### src/rtl/regfile_seq_ctrl_if.sv
// Bundles the core-side ports, the dump stream and the register-file ports of regfile_seq_ctrl.
// The master modport is the sequencer. The slave modport is its environment (core, dump consumer, register file).
interface regfile_seq_ctrl_if #(
    parameter int unsigned AW   = 5,
    parameter int unsigned XLEN = 32
) ();
    logic            core_we;
    logic [AW-1:0]   core_wa;
    logic [XLEN-1:0] core_wd;
    logic [AW-1:0]   core_ra1;
    logic [AW-1:0]   core_ra2;
    logic            stall;
    logic            scrub_done;
    logic            dump_req;
    logic            dump_valid;
    logic            dump_ready;
    logic [AW-1:0]   dump_idx;
    logic [XLEN-1:0] dump_data;
    logic            dump_last;
    logic            rf_we3;
    logic [AW-1:0]   rf_a1;
    logic [AW-1:0]   rf_a2;
    logic [AW-1:0]   rf_a3;
    logic [XLEN-1:0] rf_wd3;
    logic [XLEN-1:0] rf_rd1;

    modport master (
        input  core_we, core_wa, core_wd, core_ra1, core_ra2,
        input  dump_req, dump_ready, rf_rd1,
        output stall, scrub_done, dump_valid, dump_idx, dump_data, dump_last,
        output rf_we3, rf_a1, rf_a2, rf_a3, rf_wd3
    );

    modport slave (
        output core_we, core_wa, core_wd, core_ra1, core_ra2,
        output dump_req, dump_ready, rf_rd1,
        input  stall, scrub_done, dump_valid, dump_idx, dump_data, dump_last,
        input  rf_we3, rf_a1, rf_a2, rf_a3, rf_wd3
    );
endinterface

### src/rtl/regfile_seq_ctrl.sv
// Register-file port owner for the single-cycle core.
// It scrubs x1..x31 after reset, then passes the core ports through, and on request streams every register over a valid/ready dump port.
module regfile_seq_ctrl #(
    parameter int unsigned NREGS = 32,
    parameter int unsigned AW    = 5,
    parameter int unsigned XLEN  = 32
) (
    input  logic                 clk,
    input  logic                 rst_n,
    regfile_seq_ctrl_if.master   bus
);
    localparam logic [AW-1:0] LAST_IDX = AW'(NREGS - 1);

    typedef enum logic [1:0] {
        SCRUB = 2'd0,
        RUN   = 2'd1,
        DUMP  = 2'd2
    } state_e;

    state_e        state_q;
    logic [AW-1:0] cnt_q;
    logic          scrub_done_q;

    // cnt_q holds the scrub write address in SCRUB and the beat index in DUMP.
    always_ff @(posedge clk) begin
        if (!rst_n) begin
            state_q      <= SCRUB;
            cnt_q        <= AW'(1);
            scrub_done_q <= 1'b0;
        end else begin
            case (state_q)
                SCRUB: begin
                    cnt_q <= cnt_q + AW'(1);
                    if (cnt_q == LAST_IDX) begin
                        state_q      <= RUN;
                        scrub_done_q <= 1'b1;
                    end
                end
                RUN: begin
                    if (bus.dump_req) begin
                        state_q <= DUMP;
                        cnt_q   <= '0;
                    end
                end
                DUMP: begin
                    if (bus.dump_ready) begin
                        if (cnt_q == LAST_IDX) begin
                            state_q <= RUN;
                        end else begin
                            cnt_q <= cnt_q + AW'(1);
                        end
                    end
                end
                default: begin
                    state_q <= SCRUB;
                    cnt_q   <= AW'(1);
                end
            endcase
        end
    end

    always_comb begin
        bus.stall      = 1'b1;
        bus.rf_we3     = 1'b0;
        bus.rf_a1      = '0;
        bus.rf_a2      = '0;
        bus.rf_a3      = '0;
        bus.rf_wd3     = '0;
        bus.dump_valid = 1'b0;
        bus.dump_idx   = cnt_q;
        bus.dump_data  = '0;
        bus.dump_last  = 1'b0;
        case (state_q)
            SCRUB: begin
                bus.rf_we3 = 1'b1;
                bus.rf_a3  = cnt_q;
            end
            RUN: begin
                bus.stall  = 1'b0;
                bus.rf_we3 = bus.core_we;
                bus.rf_a3  = bus.core_wa;
                bus.rf_wd3 = bus.core_wd;
                bus.rf_a1  = bus.core_ra1;
                bus.rf_a2  = bus.core_ra2;
            end
            DUMP: begin
                // Core writes are dropped here; x0 reads as zero whatever the array holds.
                bus.rf_a1      = cnt_q;
                bus.rf_a2      = bus.core_ra2;
                bus.dump_valid = 1'b1;
                bus.dump_data  = (cnt_q == '0) ? '0 : bus.rf_rd1;
                bus.dump_last  = (cnt_q == LAST_IDX);
            end
            default: ;
        endcase
    end

    assign bus.scrub_done = scrub_done_q;

endmodule

### src/flat_wrapper.sv
// flat-port wrapper written by rule: the top's interface ports become plain ports
module regfile_seq_ctrl_flat 
#(
    parameter int unsigned NREGS = 32,
    parameter int unsigned AW    = 5,
    parameter int unsigned XLEN  = 32
)
  (clk, rst_n, bus_core_we, bus_core_wa, bus_core_wd, bus_core_ra1, bus_core_ra2, bus_dump_req, bus_dump_ready, bus_rf_rd1, bus_stall, bus_scrub_done, bus_dump_valid, bus_dump_idx, bus_dump_data, bus_dump_last, bus_rf_we3, bus_rf_a1, bus_rf_a2, bus_rf_a3, bus_rf_wd3);
  regfile_seq_ctrl_if #(.AW(AW), .XLEN(XLEN)) bus_i ();
  input  logic clk;
  input  logic rst_n;
  input wire logic [$bits(bus_i.core_we)-1:0] bus_core_we;
  input wire logic [$bits(bus_i.core_wa)-1:0] bus_core_wa;
  input wire logic [$bits(bus_i.core_wd)-1:0] bus_core_wd;
  input wire logic [$bits(bus_i.core_ra1)-1:0] bus_core_ra1;
  input wire logic [$bits(bus_i.core_ra2)-1:0] bus_core_ra2;
  input wire logic [$bits(bus_i.dump_req)-1:0] bus_dump_req;
  input wire logic [$bits(bus_i.dump_ready)-1:0] bus_dump_ready;
  input wire logic [$bits(bus_i.rf_rd1)-1:0] bus_rf_rd1;
  output wire logic [$bits(bus_i.stall)-1:0] bus_stall;
  output wire logic [$bits(bus_i.scrub_done)-1:0] bus_scrub_done;
  output wire logic [$bits(bus_i.dump_valid)-1:0] bus_dump_valid;
  output wire logic [$bits(bus_i.dump_idx)-1:0] bus_dump_idx;
  output wire logic [$bits(bus_i.dump_data)-1:0] bus_dump_data;
  output wire logic [$bits(bus_i.dump_last)-1:0] bus_dump_last;
  output wire logic [$bits(bus_i.rf_we3)-1:0] bus_rf_we3;
  output wire logic [$bits(bus_i.rf_a1)-1:0] bus_rf_a1;
  output wire logic [$bits(bus_i.rf_a2)-1:0] bus_rf_a2;
  output wire logic [$bits(bus_i.rf_a3)-1:0] bus_rf_a3;
  output wire logic [$bits(bus_i.rf_wd3)-1:0] bus_rf_wd3;
  assign bus_i.core_we = bus_core_we;
  assign bus_i.core_wa = bus_core_wa;
  assign bus_i.core_wd = bus_core_wd;
  assign bus_i.core_ra1 = bus_core_ra1;
  assign bus_i.core_ra2 = bus_core_ra2;
  assign bus_i.dump_req = bus_dump_req;
  assign bus_i.dump_ready = bus_dump_ready;
  assign bus_i.rf_rd1 = bus_rf_rd1;
  assign bus_stall = bus_i.stall;
  assign bus_scrub_done = bus_i.scrub_done;
  assign bus_dump_valid = bus_i.dump_valid;
  assign bus_dump_idx = bus_i.dump_idx;
  assign bus_dump_data = bus_i.dump_data;
  assign bus_dump_last = bus_i.dump_last;
  assign bus_rf_we3 = bus_i.rf_we3;
  assign bus_rf_a1 = bus_i.rf_a1;
  assign bus_rf_a2 = bus_i.rf_a2;
  assign bus_rf_a3 = bus_i.rf_a3;
  assign bus_rf_wd3 = bus_i.rf_wd3;
  regfile_seq_ctrl #(.NREGS(NREGS), .AW(AW), .XLEN(XLEN)) u_core (.clk(clk), .rst_n(rst_n), .bus(bus_i));
endmodule
### config.mk
export PLATFORM = sky130hd
export DESIGN_NAME = regfile_seq_ctrl_flat
export DESIGN_NICKNAME = d
export VERILOG_FILES = /design/src/rtl/regfile_seq_ctrl_if.sv /design/src/rtl/regfile_seq_ctrl.sv /design/src/flat_wrapper.sv
export SDC_FILE = /design/constraint.sdc
export NUM_CORES = 1
export LEC_CHECK = 0
export BUFFER_PORTS_ARGS = -buffer_cell sky130_fd_sc_hd__buf_2
export CAP_MARGIN = 40
export CORE_MARGIN = 2
export CORE_UTILIZATION = 28
export DETAILED_ROUTE_END_ITERATION = 8
export PLACE_DENSITY = 0.76
export REMOVE_ABC_BUFFERS = 1
export SLEW_MARGIN = 20
export SYNTH_ARGS = -nofsm -noshare
export SYNTH_HDL_FRONTEND = slang
export SYNTH_SLANG_ARGS = --single-unit
### constraint.sdc
create_clock -name clk -period 1.6 [get_ports clk]
set_input_delay 0.48 -clock clk [delete_from_list [all_inputs] [get_ports clk]]
set_output_delay 0.48 -clock clk [all_outputs]
set_load 0.005 [all_outputs]
### Word level (Yosys, flattened, before mapping)

Cells that the tools add are included.
W data, S select, Z words.

* word-level logic and storage cells: 34
* output and inout port bits: 89
* register bits: 8
* input port bits: 84

* reduce and logical (&&, ||, !) cells: 6
* equality and inequality tests: 6
* muxes and demuxes: 18
* add/sub/neg operators: 1

Operators with widths (count)
* $mux W32: 3
* $mux W5: 4
* $pmux W5 S2: 2
* $pmux W5 S3: 1
* $mux W2: 3
* $ne A2 B2 Y1 const B: 3
* $pmux W2 S3: 1
* $add A5 B1 Y5 const B: 1
* $eq A5 B5 Y1 const B: 1
* $logic_not A5 Y1: 1
* $reduce_and A2 Y1: 2
* $mux W1: 3
* $reduce_and A3 Y1: 1
* $eq A2 B1 Y1 const B: 1
* $eq A2 B2 Y1 const B: 1
* $logic_not A2 Y1: 1
* $pmux W1 S2: 1
* $reduce_or A2 Y1: 1

### Longest topological paths before layout

Gate-level depths: netlist of run 1.

* depth in word-level cells: 4
* gate-level depth with buffers: 7
* mapped depth without buffers: 7

### Worst setup path before layout of run 1

OpenSTA, ideal clock, no wires.

* path kind: register to output
* start: reg u_core.state_q[0]
* end: out bus_dump_data[11]
* arrival time: 1.318 ns
* slack: -0.198 ns
* buffers on the path: 2
* stages on the path, launching flop included: 8
* data required time: 1.120 ns
* cell sequence: dfxtp_1 inv_1 ha_1 buf_4 inv_1 nor2_2 buf_6 and2_4

* longest elaborated chain between the ends: 2

Ends and longest elaborated chain
* start, declared: line regfile_seq_ctrl.sv:20 `state_e state_q;`
* start signal, assigned: line regfile_seq_ctrl.sv:27 `state_q <= SCRUB;`
* start signal, assigned: line regfile_seq_ctrl.sv:35 `state_q <= RUN;`
* start signal, assigned: line regfile_seq_ctrl.sv:41 `state_q <= DUMP;`
* $eq A2 B2 Y1: line regfile_seq_ctrl.sv:73 `case (state_q)`
* $mux W32: line regfile_seq_ctrl.sv:73
* end, declared: line flat_wrapper.sv:24 `output wire logic [$bits(bus_i.dump_data)-1:0] bus_dump_data;`

No other way between the ends.

### Worst setup path in the final report of run 1

* start: reg u_core.cnt_q[0], in the netlist u_core.bus.dump_idx[0]
* end: out bus_dump_data[24]

* longest elaborated chain between the ends: 3

Ends and longest elaborated chain
* start, declared: line regfile_seq_ctrl.sv:21 `logic [AW-1:0] cnt_q;`
* start signal, assigned: line regfile_seq_ctrl.sv:33 `cnt_q <= cnt_q + AW'(1);`
* start signal, assigned: line regfile_seq_ctrl.sv:50 `cnt_q <= cnt_q + AW'(1);`
* $logic_not A5 Y1: line regfile_seq_ctrl.sv:91 `bus.dump_data = (cnt_q == '0) ? '0 : bus.rf_rd1;`
* $mux W32: line regfile_seq_ctrl.sv:91
* $mux W32: line regfile_seq_ctrl.sv:73

No other way between the ends.

==> results of run 1 <==
flip-flops by register name (all words and copies together) (netlist names):
name and flops:
u_core.bus.dump_idx 5, u_core.bus.scrub_done 1, u_core.state_q 2
stage by stage:
stage / cell area, µm² / hold WS (ns)
finish: 3340 / 0.513
global route: 3340 / 0.531
CTS: 2960 / 0.495
detailed placement: 2210 / 0.480
global placement: 2200 / 0.476
floorplan: 1150 / 0.480
how the worst max path moves through the flow:
stage,cells past startpoint,slack (ns),to,from
2_1_floorplan,5,-0.64,bus_dump_data[0],u_core.state_q[0]$_SDFFE_PN0P_
3_3_place_gp,6,-0.67,bus_dump_data[31],u_core.bus.dump_idx[1]$_SDFFE_PN0P_
3_5_place_dp,7,-0.37,bus_dump_data[8],u_core.bus.dump_idx[0]$_SDFFE_PN1P_
4_1_cts,7,-0.40,bus_dump_data[31],u_core.bus.dump_idx[1]$_SDFFE_PN0P_
5_1_grt,7,-0.58,bus_dump_data[29],u_core.bus.dump_idx[0]$_SDFFE_PN1P_
6_report,7,-0.53,bus_dump_data[24],u_core.bus.dump_idx[0]$_SDFFE_PN1P_
repair_timing:
| action | 4_1_cts | 5_1_grt |
|---|---|---|
| gates resized for setup | 101 | 76 |
| setup buffers | 14 | 6 |
| gates cloned | 6 | 3 |
| pin swaps | 12 | 36 |
| endpoints found under the setup margin | 90 | 90 |
worst max-delay path: stages (launching register included):
cell     delay [ns]
dfxtp_2        0.33
inv_2          0.09
ha_4           0.13
nor4b_4        0.31
nor2_4         0.12
buf_12         0.16
and2_1         0.16
buf_2          0.12
placed cells by master (no fill, tap or decap), types with 2 or more instances in the layout:
cell type  count
a22o_1         4
a22oi_2        5
a32o_1         2
and2_1         6
and2_4        64
buf_12         7
buf_16         4
buf_2        110
buf_4         15
buf_6         74
clkbuf_8       3
dfxtp_1        4
dfxtp_2        4
diode_2        4
ha_1           2
ha_4           6
inv_2          5
mux2i_1        2
nand2_1        8
nor2_1         3
nor2_4         2
nor2b_1        6
o21ai_1        3
cell usage after synthesis (3+ instances only):
| master | number | area, µm² |
|---|---|---|
| a22o_1 | 4 | 35.0 |
| inv_1 | 6 | 22.5 |
| o21ai_1 | 4 | 20.0 |
| dfxtp_1 | 8 | 160 |
| a22oi_1 | 5 | 37.5 |
| ha_1 | 8 | 100 |
| buf_6 | 3 | 33.8 |
| and2_4 | 25 | 219 |
| clkbuf_1 | 4 | 15.0 |
| nor2_1 | 4 | 15.0 |
| nor2b_1 | 8 | 50.1 |
| nand2_1 | 8 | 30.0 |
| and2_1 | 43 | 269 |
metal layers:
| layer | vias to the layer above | track usage |
|---|---|---|
| li1 | 928 | - |
| met3 | 30 | 0.0736 |
| met4 | 0 | 0.141 |
| met2 | 142 | 0.510 |
| met5 | - | 0 |
| met1 | 998 | 0.277 |
cell type report:
cell class                      instances  area, µm²
Tap cell                               52       65.1
Inverter                                6       27.5
Fill cell                             214        950
Sequential cell                         8        165
Timing Repair Buffer                  212       1790
Antenna cell                            4       10.0
Clock buffer                            3       41.3
Multi-Input combinational cell        134       1250
kinds of logic after synthesis:
group	after synthesis
AND/OR/NAND/NOR	100
AO/OA/AOI/OAI	24
buffers and inverters	17
adder cells (fa/ha/maj)	8
flip-flops	8
multiplexers	2
power by group through the flow:
stage	combinational, mW	sequential [mW]	clock [mW]
finish	0.249	0.221	0.259
detailed placement	0.191	0.218	0
CTS	0.207	0.217	0.252
floorplan	0.0364	0.227	0
global placement	0.187	0.218	0
global route	0.264	0.221	0.273
==> impl_metrics.env, run 1 <==
export IMPL_via_count=2098
export IMPL_maxSlewViolCount=0
export IMPL_vdd_ir_drop_max_v=0.000197
export IMPL_synth_top_family_by_area="simple AND/OR/NAND/NOR gates"
export IMPL_wl_um=8470
export IMPL_critPathLaunchType="flip-flop"
export IMPL_initial_core_util=0.286
export IMPL_finalHoldViolations=0
export IMPL_dp_hpwl_um=4830
export IMPL_grt_overflow_total=0
export IMPL_synthMuxAreaShare=0.0163
export IMPL_worst_setup_path_end_kind="primary output"
export IMPL_max_slew_margin=0.766
export IMPL_vias_per_cell=5.01
export IMPL_fin_crit_sh=1.33
export IMPL_power_share_sequential=0.303
export IMPL_routedWlPerCell_um=20.2
export IMPL_cts_reportedPaths_clkPinSlew_ns=0.04
export IMPL_hold_path_class="reg -> reg"
export IMPL_dieHeight_um=70.2
export IMPL_total_power_mw=0.730
export IMPL_p_per_area_nw_per_um2=218
export IMPL_insertion_delay_ns=0.24
export IMPL_cts_tree="done"
export IMPL_final_util=0.779
export IMPL_cts_buffer_depth=2
export IMPL_top_layer="met4"
export IMPL_final_setup_tns_ns=-32.44
export IMPL_place_congestion=0.896
export IMPL_synthArstFlopShare=0
export IMPL_rows=24
export IMPL_min_from="u_core.bus.scrub_done$_SDFFE_PN0P_"
export IMPL_cts_hold_buf=0
export IMPL_grt_pass1_vias=1967
export IMPL_h_tree_depth=1
export IMPL_layout_min_cycle_time_ns=2.13
export IMPL_synth_compound_area_frac=0.144
export IMPL_violations="negative setup slack"
export IMPL_switching_share=0.297
export IMPL_drive_gt1_frac=0.868
export IMPL_setup_viol=90
export IMPL_rsz0062_at_grt="true"
export IMPL_max_freq_mhz=469
export IMPL_r2r_cells=9
export IMPL_switchingPower_mw=0.217
export IMPL_clock_skew_ns=0.00469
export IMPL_synth_edf_count=0
export IMPL_worst_slack_ns=-0.534
export IMPL_grt_pass1_wl_um=10400
export IMPL_dp_slack_ns=-0.374
export IMPL_numCtsBuffers=3
export IMPL_antenna_found_initial=4
export IMPL_clkPwrFrac=0.355
export IMPL_rrSetupSlack_ns=-0.21
export IMPL_cts_sinks=8
export IMPL_critical_path_required_ns=1.12
export IMPL_wl_met3_um=561
export IMPL_final_antenna_net_count=0
export IMPL_dp_cells=387
export IMPL_maxCapViolations=0
export IMPL_core_area_um2=4290
export IMPL_io_buffers=172
export IMPL_critical_path_class="reg -> out"
export IMPL_drt_iter0_markers=112
export IMPL_rr_endpoint="u_core.state_q[1]$_SDFFE_PN0P_"
export IMPL_min_to="u_core.bus.scrub_done$_SDFFE_PN0P_"
export IMPL_yosysUniqueCellTypes=34
export IMPL_worstMarginPinSlew_ns=0.350
export IMPL_pin_count=173
export IMPL_synth_xor_area_share=0
export IMPL_p_int_mw=0.513
export IMPL_drcViolationCount=0
export IMPL_synthAdderAreaFrac=0.0815
export IMPL_r2r_start="u_core.bus.dump_idx[1]$_SDFFE_PN0P_"
export IMPL_yosys_warnings=0
export IMPL_p_leak_nw=1.74
export IMPL_cp_data_arrival_time_ns=1.65
export IMPL_ys_seq_area_frac=0.130
export IMPL_fin_nets=457
export IMPL_ys_ff_latch=8
export IMPL_p_comb_frac=0.342
export IMPL_final_cell_count_no_fill=419
export IMPL_clock_root_buffer="clkbuf_8"
export IMPL_die_area_um2=4930
export IMPL_met2WireLength_um=4630
export IMPL_ys_flop_type="dfxtp_1"
export IMPL_path_max_fanout=12
export IMPL_grt_start_max_net_pins=24
export IMPL_syn_avg_cell_area_um2=7.72
export IMPL_yosys_area_share_simple=0.549
export IMPL_syn_instance_count=159
export IMPL_whs_path_depth=2
export IMPL_die_w_um=70.2
export IMPL_synthToLayoutAreaGrowth_pct=172
export IMPL_wl_met1_um=2790
export IMPL_syn_area_um2=1230
export IMPL_status="finished with violations"
export IMPL_grt_use_total=0.274
export IMPL_firstDrtPassIters=4
Note: power is estimated with default switching activity, not from simulation.
==> inputs of run 2 (changes only) <==
PLACE_DENSITY = unset   (was 0.76)
PLACE_DENSITY_LB_ADDON = 0.3   (was unset)
SKIP_LAST_GASP = 1   (was unset)
==> impl_metrics.env, run 2 (synthesis results as in run 1) <==
export IMPL_critPathLaunchType="flip-flop"
export IMPL_grt_pass1_vias=1870
export IMPL_clock_root_buffer="clkbuf_8"
export IMPL_die_area_um2=4930
export IMPL_grt_pass1_wl_um=10100
export IMPL_p_leak_nw=1.68
export IMPL_final_antenna_net_count=0
export IMPL_critical_path_required_ns=1.12
export IMPL_grt_use_total=0.267
export IMPL_pin_count=173
export IMPL_fin_nets=454
export IMPL_dpl_cell_area_um2=2210
export IMPL_cts_hold_buf=0
export IMPL_r2r_start="u_core.bus.dump_idx[0]$_SDFFE_PN1P_"
export IMPL_worst_slack_ns=-0.425
export IMPL_rrSetupSlack_ns=-0.28
export IMPL_initial_core_util=0.286
export IMPL_setup_viol=88
export IMPL_grt_start_max_net_pins=22
export IMPL_cts_reportedPaths_clkPinSlew_ns=0.05
export IMPL_rr_endpoint="u_core.bus.dump_idx[3]$_SDFFE_PN0P_"
export IMPL_endpoint="bus_dump_data[9]"
export IMPL_cts_sinks=8
export IMPL_h_tree_depth=1
export IMPL_power_share_sequential=0.308
export IMPL_final_util=0.725
export IMPL_mostFrequentLayoutCell="buf_2"
export IMPL_dieHeight_um=70.2
export IMPL_switchingPower_mw=0.199
export IMPL_core_area_um2=4290
export IMPL_p_per_area_nw_per_um2=227
export IMPL_switching_share=0.281
export IMPL_die_w_um=70.2
export IMPL_cts_tree="done"
export IMPL_place_congestion=0.895
export IMPL_critPathLaunch="u_core.bus.dump_idx[1]$_SDFFE_PN0P_"
export IMPL_finalInstanceArea_um2=3110
export IMPL_violations="negative setup slack"
export IMPL_status="finished with violations"
export IMPL_vdd_ir_drop_max_v=0.000234
export IMPL_wl_um=7530
export IMPL_synthToLayoutAreaGrowth_pct=154
export IMPL_fin_crit_sh=1.27
export IMPL_cts_buffer_depth=2
export IMPL_dp_hpwl_um=5000
export IMPL_r2r_cells=9
export IMPL_drive_gt1_frac=0.861
export IMPL_cp_data_arrival_time_ns=1.55
export IMPL_path_max_fanout=4
export IMPL_max_slew_margin=0.829
export IMPL_rsz0062_at_grt="true"
export IMPL_p_comb_frac=0.323
export IMPL_routedWlPerCell_um=18.0
export IMPL_critical_path_class="reg -> out"
export IMPL_maxSlewViolCount=0
export IMPL_maxCapViolations=0
export IMPL_numCtsBuffers=3
export IMPL_grt_overflow_total=0
export IMPL_clock_skew_ns=0.00475
export IMPL_drt_iter0_markers=94
export IMPL_worst_setup_path_end_kind="primary output"
export IMPL_largest_register_ffs=5
export IMPL_via_count=1967
export IMPL_antenna_found_initial=7
export IMPL_drcViolationCount=0
export IMPL_layout_min_cycle_time_ns=2.03
export IMPL_hold_path_class="reg -> reg"
export IMPL_finalHoldViolations=0
export IMPL_max_freq_mhz=494
export IMPL_p_int_mw=0.507
export IMPL_rows=24
export IMPL_insertion_delay_ns=0.24
export IMPL_layout_common_cells="buf_2 (122), and2_4 (63), buf_6 (59), buf_4 (19)"
export IMPL_clkPwrFrac=0.369
export IMPL_io_buffers=172
export IMPL_firstDrtPassIters=4
export IMPL_worstMarginPinSlew_ns=0.255
export IMPL_vias_per_cell=4.69
-- run 2: changes by cell type in the layout (fill, tap and decap cells not counted), sizes merged --
cell / before / now
buf: 211 / 208
diode: 4 / 7
-- run 2: layer usage --
| layer | wire (µm) | track usage |
|---|---|---|
| met1 | 2340 | 0.262 |
| met2 | 4320 | 0.510 |
| met3 | 504 | 0.0606 |
| met4 | 361 | 0.147 |
| met5 | 0 | 0 |
-- run 2: timing repair --
item / CTS / global route
pin swaps: 17 / 17
endpoints found under the setup margin: 90 / 90
resized for setup: 94 / 63
gates cloned: 6 / 1
buffers inserted: 11 / 8
-- run 2: cell type report --
type | instances | area, µm²
Timing Repair Buffer | 209 | 1600
Fill cell | 299 | 1180
Inverter | 6 | 27.5
Sequential cell | 8 | 165
Antenna cell | 7 | 17.5
Tap cell | 52 | 65.1
Multi-Input combinational cell | 134 | 1200
Clock buffer | 3 | 41.3
-- run 2: worst max-delay path, stage by stage (launching register included) --
cell and delay (ns):
dfxtp_2 0.32, inv_2 0.07, ha_4 0.13, nor4b_4 0.23, nor2_4 0.09, buf_4 0.14, buf_6 0.10, and2_4 0.12
buf_6 0.11
-- run 2: worst min path at each step --
stage	startpoint	endpoint	slack, ns	cells after the start
3_3_place_gp	u_core.bus.scrub_done$_SDFFE_PN0P_	u_core.bus.scrub_done$_SDFFE_PN0P_	0.48	2
6_report	u_core.bus.scrub_done$_SDFFE_PN0P_	u_core.bus.scrub_done$_SDFFE_PN0P_	0.51	2
4_1_cts	u_core.bus.scrub_done$_SDFFE_PN0P_	u_core.bus.scrub_done$_SDFFE_PN0P_	0.49	2
5_1_grt	u_core.bus.scrub_done$_SDFFE_PN0P_	u_core.bus.scrub_done$_SDFFE_PN0P_	0.53	2
2_1_floorplan	u_core.state_q[1]$_SDFFE_PN0P_	u_core.state_q[1]$_SDFFE_PN0P_	0.48	2
3_5_place_dp	u_core.bus.scrub_done$_SDFFE_PN0P_	u_core.bus.scrub_done$_SDFFE_PN0P_	0.48	2
-- run 2: stage by stage --
step / setup slack (ns) / total power, mW / cells / hold slack, ns / TNS [ns]
after floorplan: -0.637 / 0.263 / 148 / 0.480 / -29.84
after global placement: -0.675 / 0.407 / 386 / 0.479 / -25.96
after detailed placement: -0.456 / 0.408 / 387 / 0.476 / -17.47
after CTS: -0.403 / 0.680 / 407 / 0.488 / -26.15
after global routing: -0.483 / 0.730 / 419 / 0.530 / -31.37
final: -0.425 / 0.706 / 419 / 0.510 / -27.67
-- run 2: power groups by stage --
stage | clock (mW) | combinational [mW] | sequential (mW)
after floorplan | 0 | 0.0364 | 0.227
after global placement | 0 | 0.190 | 0.217
after detailed placement | 0 | 0.190 | 0.218
after CTS | 0.251 | 0.212 | 0.217
after global routing | 0.268 | 0.243 | 0.219
final | 0.261 | 0.228 | 0.218
==> inputs of run 3 (changes only) <==
CTS_BUF_LIST = sky130_fd_sc_hd__clkbuf_16   (was unset)
==> impl_metrics.env, run 3 (synthesis results as in run 1) <==
export IMPL_status="finished with violations"
export IMPL_violations="negative setup slack"
export IMPL_layout_min_cycle_time_ns=2.08
export IMPL_dp_slack_ns=-0.456
export IMPL_max_freq_mhz=482
export IMPL_maxCapViolations=0
export IMPL_dp_hpwl_um=5000
export IMPL_path_max_fanout=10
export IMPL_p_per_area_nw_per_um2=280
export IMPL_final_util=0.729
export IMPL_critical_path_class="reg -> out"
export IMPL_die_area_um2=4930
export IMPL_critPathLaunchType="flip-flop"
export IMPL_io_buffers=172
export IMPL_vias_per_cell=4.73
export IMPL_numCtsBuffers=3
export IMPL_rows=24
export IMPL_grt_pass1_wl_um=10500
export IMPL_rsz0062_at_grt="true"
export IMPL_cts_buffer_depth=2
export IMPL_grt_start_max_net_pins=22
export IMPL_pin_count=173
export IMPL_grt_use_total=0.280
export IMPL_clock_root_buffer="clkbuf_16"
export IMPL_maxSlewViolCount=0
export IMPL_total_power_mw=0.876
export IMPL_grt_pass1_vias=1894
export IMPL_fill_cells=300
export IMPL_initial_core_util=0.286
export IMPL_worst_slack_ns=-0.476
export IMPL_final_antenna_net_count=0
export IMPL_core_area_um2=4290
export IMPL_grt_overflow_total=0
export IMPL_finalHoldViolations=0
export IMPL_worstMarginPinSlew_ns=0.303
export IMPL_worst_setup_path_end_kind="primary output"
export IMPL_h_tree_depth=1
export IMPL_hold_path_class="reg -> reg"
export IMPL_fin_crit_sh=1.30
export IMPL_cp_data_arrival_time_ns=1.60
export IMPL_cts_sinks=8
export IMPL_routedWlPerCell_um=19.3
export IMPL_wl_um=8110
export IMPL_cts_hold_buf=0
export IMPL_firstDrtPassIters=4
export IMPL_cts_tree="done"
export IMPL_insertion_delay_ns=0.24
export IMPL_dieHeight_um=70.2
export IMPL_fin_nets=453
export IMPL_max_slew_margin=0.797
export IMPL_setup_viol=88
export IMPL_antenna_found_initial=8
export IMPL_p_leak_nw=1.69
export IMPL_mostFrequentLayoutCell="buf_2"
export IMPL_vdd_ir_drop_max_v=0.000241
export IMPL_whs_ns=0.513
export IMPL_die_w_um=70.2
export IMPL_critical_path_required_ns=1.12
export IMPL_drive_gt1_frac=0.852
export IMPL_drcViolationCount=0
export IMPL_clock_skew_ns=0.00152
export IMPL_place_congestion=0.895
export IMPL_layout_common_cells="buf_2 (130), and2_4 (61), buf_6 (50), buf_4 (18)"
export IMPL_via_count=1986
export IMPL_synthToLayoutAreaGrowth_pct=155
export IMPL_cts_reportedPaths_clkPinSlew_ns=0.04
export IMPL_final_setup_tns_ns=-31.05
export IMPL_drt_iter0_markers=111
export IMPL_largest_register_ffs=5
-- run 3: repair_timing --
item / 4_1_cts / 5_1_grt
endpoints found under the hold margin: 0 / 0
pin swaps: 16 / 14
gates resized for setup: 91 / 59
buffers inserted: 11 / 6
cloned: 6 / 2
setup endpoints to repair: 90 / 90
-- run 3: final timing paths --
check	startpoint	end	slack, ns	cells after the start
hold reg to reg	u_core.bus.scrub_done$_SDFFE_PN0P_	u_core.bus.scrub_done$_SDFFE_PN0P_	0.51	2
setup reg to reg	u_core.bus.dump_idx[0]$_SDFFE_PN1P_	u_core.bus.dump_idx[3]$_SDFFE_PN0P_	-0.31	9
hold / removal	u_core.bus.scrub_done$_SDFFE_PN0P_	u_core.bus.scrub_done$_SDFFE_PN0P_	0.51	2
setup / recovery	u_core.bus.dump_idx[0]$_SDFFE_PN1P_	bus_dump_data[6]	-0.48	7
-- run 3: report_power, final --
| part | total [mW] | internal [mW] | switching (mW) | leakage, nW |
|---|---|---|---|---|
| clock | 0.436 | 0.324 | 0.112 | 0.0370 |
| sequential | 0.216 | 0.209 | 0.00696 | 0.0661 |
| combinational | 0.224 | 0.131 | 0.0933 | 1.59 |
| total | 0.876 | 0.664 | 0.213 | 1.69 |
-- run 3: worst max-delay path, cell delays in order, from the launching register on --
cell	delay, ns
dfxtp_2	0.33
inv_2	0.04
ha_4	0.15
nor4b_4	0.13
nor2_4	0.26
clkbuf_16	0.22
and2_4	0.13
buf_2	0.11
-- run 3: final cells by class --
class | instances | area (µm²) | share of cell area
Clock buffer | 3 | 75.1 | 0.0240
Timing Repair Buffer | 208 | 1550 | 0.496
Antenna cell | 9 | 22.5 | 0.00719
Tap cell | 52 | 65.1 | 0.0208
Multi-Input combinational cell | 134 | 1220 | 0.390
Sequential cell | 8 | 166 | 0.0532
Inverter | 6 | 27.5 | 0.00879
-- run 3: stage by stage --
step,cells,cell area (µm²)
2_1_floorplan,148,1150
3_3_place_gp,386,2200
3_5_place_dp,387,2210
4_1_cts,407,2900
5_1_grt,420,3130
6_report,420,3130
-- run 3: layer usage --
metal	vias up	track usage	part of all wire
li1	930	-	-
met1	920	0.260	0.32
met2	109	0.514	0.56
met3	27	0.0693	0.056
met4	0	0.220	0.055
met5	-	0	0
